==> config.mk <==
export PLATFORM = sky130hd
export DESIGN_NAME = uart_rx_flat
export DESIGN_NICKNAME = d
export VERILOG_FILES = /design/src/rtl/uart_rx_if.sv /design/src/rtl/uart_rx.sv /design/src/flat_wrapper.sv
export SDC_FILE = /design/constraint.sdc
export NUM_CORES = 1
export LEC_CHECK = 0
export BUFFER_PORTS_ARGS = -buffer_cell sky130_fd_sc_hd__clkbuf_2
export CAP_MARGIN = 0
export CORE_UTILIZATION = 57
export CTS_CLUSTER_SIZE = 8
export DETAILED_ROUTE_END_ITERATION = 8
export GPL_ROUTABILITY_DRIVEN = 1
export PLACE_DENSITY_LB_ADDON = 0.05
export SLEW_MARGIN = 20
export SYNTH_ARGS = -nofsm -noshare
export SYNTH_HDL_FRONTEND = slang
export SYNTH_SLANG_ARGS = --single-unit
export TNS_END_PERCENT = 30
==> constraint.sdc <==
create_clock -name clk -period 2.16 [get_ports clk]
set_clock_uncertainty 0.05 [all_clocks]
set_input_delay 0.216 -clock clk [delete_from_list [all_inputs] [get_ports clk]]
set_output_delay 0.216 -clock clk [all_outputs]
set_load 0.01 [all_outputs]
==> src/rtl/uart_rx_if.sv <==
// Receive-side bundle for uart_rx: serial input plus byte/status outputs.
interface uart_rx_if;
  logic       rx_pin;
  logic [7:0] data_out;
  logic       data_valid;
  logic       frame_err;
  logic       busy;

  modport master (output rx_pin, input  data_out, data_valid, frame_err, busy);
  modport slave  (input  rx_pin, output data_out, data_valid, frame_err, busy);
endinterface

==> src/rtl/uart_rx.sv <==
// 8N1 UART receiver: 2-flop synchronizer, mid-bit sampling FSM, one-cycle
// data_valid / frame_err pulses, break hold-off until the line returns high.
module uart_rx #(
  parameter int CLKS_PER_BIT = 16,
  parameter int DATA_BITS    = 8
) (
  input  logic      clk,
  input  logic      rst_n,
  uart_rx_if.slave  rx
);
  localparam int CW = $clog2(CLKS_PER_BIT) + 1;
  localparam int IW = $clog2(DATA_BITS);
  localparam logic [CW-1:0] HALF_M1 = CW'(CLKS_PER_BIT / 2 - 1);
  localparam logic [CW-1:0] FULL_M1 = CW'(CLKS_PER_BIT - 1);
  localparam logic [IW-1:0] LAST_BIT = IW'(DATA_BITS - 1);

  typedef enum logic [2:0] {IDLE, START, DATA, STOP, BREAK} state_t;

  state_t               state;
  logic [CW-1:0]        cnt;
  logic [IW-1:0]        bit_idx;
  logic [DATA_BITS-1:0] shreg;
  logic [DATA_BITS-1:0] data_q;
  logic                 dv_q, fe_q, busy_q;
  logic                 rx_meta, rx_s;

  // Both stages reset high so a line held low through reset still looks like a fresh edge.
  always_ff @(posedge clk or negedge rst_n) begin
    if (!rst_n) begin
      rx_meta <= 1'b1;
      rx_s    <= 1'b1;
    end else begin
      rx_meta <= rx.rx_pin;
      rx_s    <= rx_meta;
    end
  end

  always_ff @(posedge clk or negedge rst_n) begin
    if (!rst_n) begin
      state   <= IDLE;
      cnt     <= '0;
      bit_idx <= '0;
      shreg   <= '0;
      data_q  <= '0;
      dv_q    <= 1'b0;
      fe_q    <= 1'b0;
      busy_q  <= 1'b0;
    end else begin
      dv_q <= 1'b0;
      fe_q <= 1'b0;
      case (state)
        IDLE: begin
          cnt     <= '0;
          bit_idx <= '0;
          if (!rx_s) begin
            state  <= START;
            busy_q <= 1'b1;
          end
        end
        START: begin
          if (cnt == HALF_M1) begin
            cnt <= '0;
            if (!rx_s) begin
              state <= DATA;
            end else begin
              state  <= IDLE;
              busy_q <= 1'b0;
            end
          end else begin
            cnt <= cnt + CW'(1);
          end
        end
        DATA: begin
          if (cnt == FULL_M1) begin
            cnt     <= '0;
            shreg   <= {rx_s, shreg[DATA_BITS-1:1]};
            bit_idx <= bit_idx + IW'(1);
            if (bit_idx == LAST_BIT) state <= STOP;
          end else begin
            cnt <= cnt + CW'(1);
          end
        end
        STOP: begin
          if (cnt == FULL_M1) begin
            cnt <= '0;
            if (rx_s) begin
              data_q <= shreg;
              dv_q   <= 1'b1;
              state  <= IDLE;
              busy_q <= 1'b0;
            end else begin
              fe_q  <= 1'b1;
              state <= BREAK;
            end
          end else begin
            cnt <= cnt + CW'(1);
          end
        end
        BREAK: begin
          cnt <= '0;
          if (rx_s) begin
            state  <= IDLE;
            busy_q <= 1'b0;
          end
        end
        default: begin
          state  <= IDLE;
          cnt    <= '0;
          busy_q <= 1'b0;
        end
      endcase
    end
  end

  assign rx.data_out   = data_q;
  assign rx.data_valid = dv_q;
  assign rx.frame_err  = fe_q;
  assign rx.busy       = busy_q;
endmodule

==> src/flat_wrapper.sv <==
// flat-port wrapper written by rule: the top's interface ports become plain ports
module uart_rx_flat 
#(
  parameter int CLKS_PER_BIT = 16,
  parameter int DATA_BITS    = 8
)
  (clk, rst_n, rx_rx_pin, rx_data_out, rx_data_valid, rx_frame_err, rx_busy);
  uart_rx_if rx_i ();
  input  logic clk;
  input  logic rst_n;
  input wire logic [$bits(rx_i.rx_pin)-1:0] rx_rx_pin;
  output wire logic [$bits(rx_i.data_out)-1:0] rx_data_out;
  output wire logic [$bits(rx_i.data_valid)-1:0] rx_data_valid;
  output wire logic [$bits(rx_i.frame_err)-1:0] rx_frame_err;
  output wire logic [$bits(rx_i.busy)-1:0] rx_busy;
  assign rx_i.rx_pin = rx_rx_pin;
  assign rx_data_out = rx_i.data_out;
  assign rx_data_valid = rx_i.data_valid;
  assign rx_frame_err = rx_i.frame_err;
  assign rx_busy = rx_i.busy;
  uart_rx #(.CLKS_PER_BIT(CLKS_PER_BIT), .DATA_BITS(DATA_BITS)) u_core (.clk(clk), .rst_n(rst_n), .rx(rx_i));
endmodule
==> flow_summary.yaml, run 1 <==
synth:
  netlist_instances: 116
  synth_nets: 123
  synth-simple-area-share: 0.162
  synth-compound-area-share: 0.0622
  syn_area_per_cell_sq_um: 12.7
  synth_top_family_by_area: "simple AND/OR/NAND/NOR gates"
  synth.area.mux_share: 0.143
  postSynth.asyncResetShare: 1.00
  synth_enable_flop_cells: 0
  ys.warnings.count: 0
  ys_types: 34
  synth_area_sq_mm: 0.00147
  synth_xor_xnor_area_share: 0.0239
  ys.flop_type: "dfrtp_1"
  yosys.area_share.adder: 0.0341
  synth-seq-cells: 32
  seq_area_frac_synth: 0.547
clock_network:
  cts_root_buf: "clkbuf_4"
  cts_buffer_depth: 2
  h-tree-depth: 2
  cts_tree: "done"
  cts_sinks: 32
  cts_buffers: 5
  clk_pin_slew_ps: 100
  clk_latency_ps: 330
floorplanning:
  ioPinCount: 14
  start_util: 0.598
  die_x_microns: 52.8
  die_h_microns: 52.8
  dieArea_sq_mm: 0.00278
  num_rows: 18
  core_area_sq_mm: 0.00245
pwr:
  power.static_leakage_nw: 0.818
  p_total_mw: 1.57
  pwr_density_cell_mw_per_mm2: 961
  worst_ir_drop_vdd_uv: 620
layout:
  layout-drive-gt1-share: 0.341
  syn_to_final_growth_pct: 11.5
  insertedDiodeCount: 0
  finalNetCount: 141
timing:
  slew_violations: 0
  tightestPinTransition_ps: 771
  finalCritPeriodShare: 0.895
  rsz0062_at_grt: "false"
  setup_violations: 0
  slew_headroom: 0.486
  fmax_ghz: 0.517
  period_minus_slack_ps: 1930
  hold_viol: 0
  setup_ws_ps: 227
  tns_ps: 0
critical_path:
  crit_type: "reg2reg"
  path_max_fanout: 8
  cp.required_ps: 2320
  startpoint_type: "flip-flop"
  cp.arrival_ps: 2090
  cp-end-kind: "flip-flop"
grt:
  grt_max_degree: 33
  grt_overflow: 0
  grt_antenna_before_repair: 0
  grt_usage: 0.211
  grt_pass1_wl_microns: 4040
  grt_pass1_vias: 901
route:
  num_vias: 959
  drc_errors: 0
  dr.pass1.iters: 5
  antenna_left: 0
  routed_via_density: 5.81
  drt-total-wl_microns: 2460
  avgRoutedWirePerCell_microns: 14.9
  first_iter_violations: 23
placed_design:
  dp_hpwl_microns: 1670
  gp_congestion: 0.766
  port_buffers: 13
  dp_slack_ps: 235
worst_hold_path:
  hold_path.class: "reg2reg"
status:
  status: "finished, final reports clean"
job:
  maxCapViolations: 0
[timing repair]
action,4_1_cts,5_1_grt
buffers inserted,0,0
hold endpoints to repair,31,0
hold buffers,2,0
gates resized for setup,0,0
[state kept, by name, indices dropped and copies added (netlist names)]
name and count:
u_core.rx_s 1, u_core.cnt 5, u_core.rx.frame_err 1, u_core.state 3, u_core.rx_meta 1, u_core.shreg 8
u_core.bit_idx 3, u_core.rx.busy 1, u_core.rx.data_valid 1, u_core.rx.data_out 8
[power breakdown]
group          switching [mW]  internal (mW)  total (mW)
Clock                   0.203          0.155       0.358
Combinational           0.221          0.196       0.417
Sequential              0.115          0.684       0.799
[final cells by class]
class,instances,area [sq um]
Timing Repair Buffer,18,108
Tap cell,30,37.5
Sequential cell,32,803
Clock inverter,2,10.0
Fill cell,199,817
Inverter,1,3.75
Multi-Input combinational cell,76,624
Clock buffer,6,51.3
[cells in the mapped netlist, types with 2 or more instances]
cell type,n,area share
xor2_1,2,0.012
nand2b_1,2,0.0085
nand4b_1,3,0.018
nand2_1,5,0.013
nand3_1,8,0.027
dfrtp_1,30,0.51
mux2_2,8,0.061
mux2_4,8,0.082
nor2b_1,2,0.0085
a21oi_1,3,0.010
clkbuf_1,3,0.0077
o21ai_0,6,0.020
ha_1,4,0.034
nand4_1,2,0.0085
xnor2_1,2,0.012
nor3_1,2,0.0068
nor2_1,6,0.015
buf_2,3,0.010
dfstp_2,2,0.036
[cell families (layout without fill, tap and decap cells)]
family          after synthesis  count (layout)
buf+inv                       8              27
flops                        32              32
xor+xnor                      4               4
simple gates                 37              37
mux                          16              16
fa+ha+maj                     4               4
compound gates               15              15
[layout by cell type (no fill, tap or decap), types with 3 or more instances in the layout]
cell	synthesis	final
mux2_2	8	8
o21ai_0	6	6
ha_1	4	4
dfrtp_1	30	30
buf_4	0	3
a21oi_1	3	3
nand4b_1	3	3
nand3_1	8	8
mux2_4	8	8
clkbuf_4	0	5
nand2_1	5	5
nor2_1	6	6
clkbuf_2	0	13
[worst paths after layout]
| check | from | to | slack (ps) | cells past startpoint |
|---|---|---|---|---|
| max in group asynchronous | rst_n | u_core.shreg[4] | 1130 | 2 |
| worst min register to register | u_core.rx_meta | u_core.rx_s | 310 | 0 |
| min in group asynchronous | rst_n | u_core.bit_idx[2] | 440 | 2 |
| worst max-delay path | u_core.cnt[0] | u_core.shreg[5] | 230 | 4 |
| worst min-delay path | u_core.rx_meta | u_core.rx_s | 310 | 0 |
| worst max register to register | u_core.cnt[0] | u_core.shreg[5] | 230 | 4 |
[stage by stage]
stage               instance area [sq um]  instances  hold WS, ps  utilization
finish                               1640        165          311        0.667
global route                         1640        165          315        0.667
CTS                                  1640        165          314        0.667
detailed placement                   1560        155          263        0.634
global placement                     1560        155          258        0.634
floorplan                            1470        116         -130            -
[metal layers]
layer | vias to the layer above | track usage | wire length, microns
li1 | 454 | - | -
met1 | 475 | 0.280 | 1220
met2 | 25 | 0.304 | 1110
met3 | 5 | 0.0754 | 91
met4 | 0 | 0.101 | 37
met5 | - | 0 | 0
[critical path, cell delays in order (launching register included)]
cell and delay [ps]:
dfrtp_1 400, ha_1 230, nand4b_4 160, or3_1 600, mux2_4 380
No activity file was read; power rests on OpenSTA's default activity.
==> run 2: changes to the inputs <==
Settings changed: CAP_MARGIN 0 to 20, CORE_UTILIZATION 57 to 61.
Clock period 2.16 ns to 2.5 ns, I/O delays scaled along.
==> flow_summary.yaml, run 2 (synthesis gave the netlist of run 1 again) <==
timing:
  period_minus_slack_ps: 2050
  hold_viol: 0
  rsz0062_at_grt: "false"
  finalCritPeriodShare: 0.821
  tightestPinTransition_ps: 756
  slew_violations: 0
  slew_headroom: 0.496
  fmax_ghz: 0.487
  setup_violations: 0
  tns_ps: 0
layout:
  syn_to_final_growth_pct: 12.1
  insertedDiodeCount: 0
  finalNetCount: 140
  seqCellArea_sq_um: 803
  multi_input_area_sq_um: 624
  mostFrequentLayoutCell: "dfrtp_1"
  fillCellCount: 159
  layout-drive-gt1-share: 0.336
  final_cell_mix: "dfrtp_1, clkbuf_2, nand3_1, mux2_2, mux2_4"
  final_cells: 162
route:
  num_vias: 938
  routed_via_density: 5.79
  antenna_left: 0
  avgRoutedWirePerCell_microns: 15.2
  drt-total-wl_microns: 2460
  first_iter_violations: 22
  dr.pass1.iters: 4
  drc_errors: 0
status:
  status: "finished, final reports clean"
floorplanning:
  core_area_sq_mm: 0.00223
  ioPinCount: 14
  start_util: 0.658
  dieArea_sq_mm: 0.00261
  num_rows: 17
  die_h_microns: 51.1
  die_x_microns: 51.1
critical_path:
  path_max_fanout: 8
  reg2reg_depth: 4
  cp-end-kind: "flip-flop"
  r2r-start: "u_core.cnt[0]"
  startpoint_type: "flip-flop"
  rrSetupSlack_ps: 450
  crit_type: "reg2reg"
  cp.arrival_ps: 2220
  r2r-end: "u_core.shreg[4]"
  cp.required_ps: 2670
grt:
  grt_pass1_vias: 916
  grt_overflow: 0
  grt_max_degree: 33
  grt_antenna_before_repair: 0
  grt_usage: 0.236
  grt_pass1_wl_microns: 4280
placed_design:
  dp_cells: 152
  gp_congestion: 0.814
  port_buffers: 13
  dp_hpwl_microns: 1700
job:
  maxCapViolations: 0
clock_network:
  cts_sinks: 32
  cts_tree: "done"
  cts_buffers: 5
  clk_pin_slew_ps: 100
  cts_resized: 0
  clk_latency_ps: 330
  cts_root_buf: "clkbuf_4"
  cts_buffer_depth: 2
  h-tree-depth: 2
worst_hold_path:
  hp-start: "u_core.rx_meta"
  hold_path.class: "reg2reg"
  min_to: "u_core.rx_s"
  hold_depth: 0
pwr:
  power.static_leakage_nw: 0.816
  worst_ir_drop_vdd_uv: 678
  pwr_density_cell_mw_per_mm2: 874
run 2: per-stage QoR:
stage	utilization	power, mW	hold slack [ps]	cell area, sq um	worst slack, ps
global route	0.737	1.55	315	1650	311
global placement	0.692	1.04	291	1550	502
CTS	0.737	1.45	314	1650	436
finish	0.737	1.44	313	1650	447
detailed placement	0.692	1.06	292	1550	463
floorplan	-	0.972	-95.6	1470	686
run 2: what timing repair did:
item | CTS | global route
hold buffers | 2 | 0
hold endpoints to repair | 31 | 0
buffers inserted | 0 | 0
run 2: layer usage:
layer / part of all wire / track usage / routed length [microns] / vias to the layer above
li1: - / - / - / 452
met1: 0.50 / 0.341 / 1230 / 462
met2: 0.45 / 0.331 / 1110 / 19
met3: 0.033 / 0.0625 / 80 / 5
met4: 0.015 / 0.111 / 38 / 0
met5: 0 / 0 / 0 / -
run 2: layout make-up:
type,count,area share
Clock buffer,5,0.0228
Clock inverter,3,0.0258
Inverter,1,0.00228
Multi-Input combinational cell,76,0.379
Sequential cell,32,0.488
Tap cell,28,0.0213
Timing Repair Buffer,17,0.0608
run 2: worst max-delay path by stage:
| stage | cells after the start | to | slack, ps | startpoint |
|---|---|---|---|---|
| after global routing | 4 | u_core.shreg[4] | 310 | u_core.cnt[0] |
| after detailed placement | 4 | u_core.shreg[4] | 460 | u_core.cnt[0] |
| after CTS | 4 | u_core.shreg[4] | 440 | u_core.cnt[0] |
| after floorplan | 5 | u_core.shreg[0] | 690 | u_core.cnt[0] |
| after global placement | 4 | u_core.shreg[1] | 500 | u_core.cnt[1] |
| final | 4 | u_core.shreg[4] | 450 | u_core.cnt[0] |
run 2: worst max-delay path, stage by stage, from the launching register on:
cell and delay [ps]:
dfrtp_1 400, ha_1 340, nand4b_4 190, or3_1 590
mux2_4 370
run 2: where the power goes:
part           total (mW)  leakage (nW)  internal, mW  switching (mW)
registers           0.689         0.413         0.591          0.0981
logic               0.366         0.363         0.165           0.201
clock network       0.383        0.0412         0.208           0.175
total                1.44         0.816         0.965           0.474
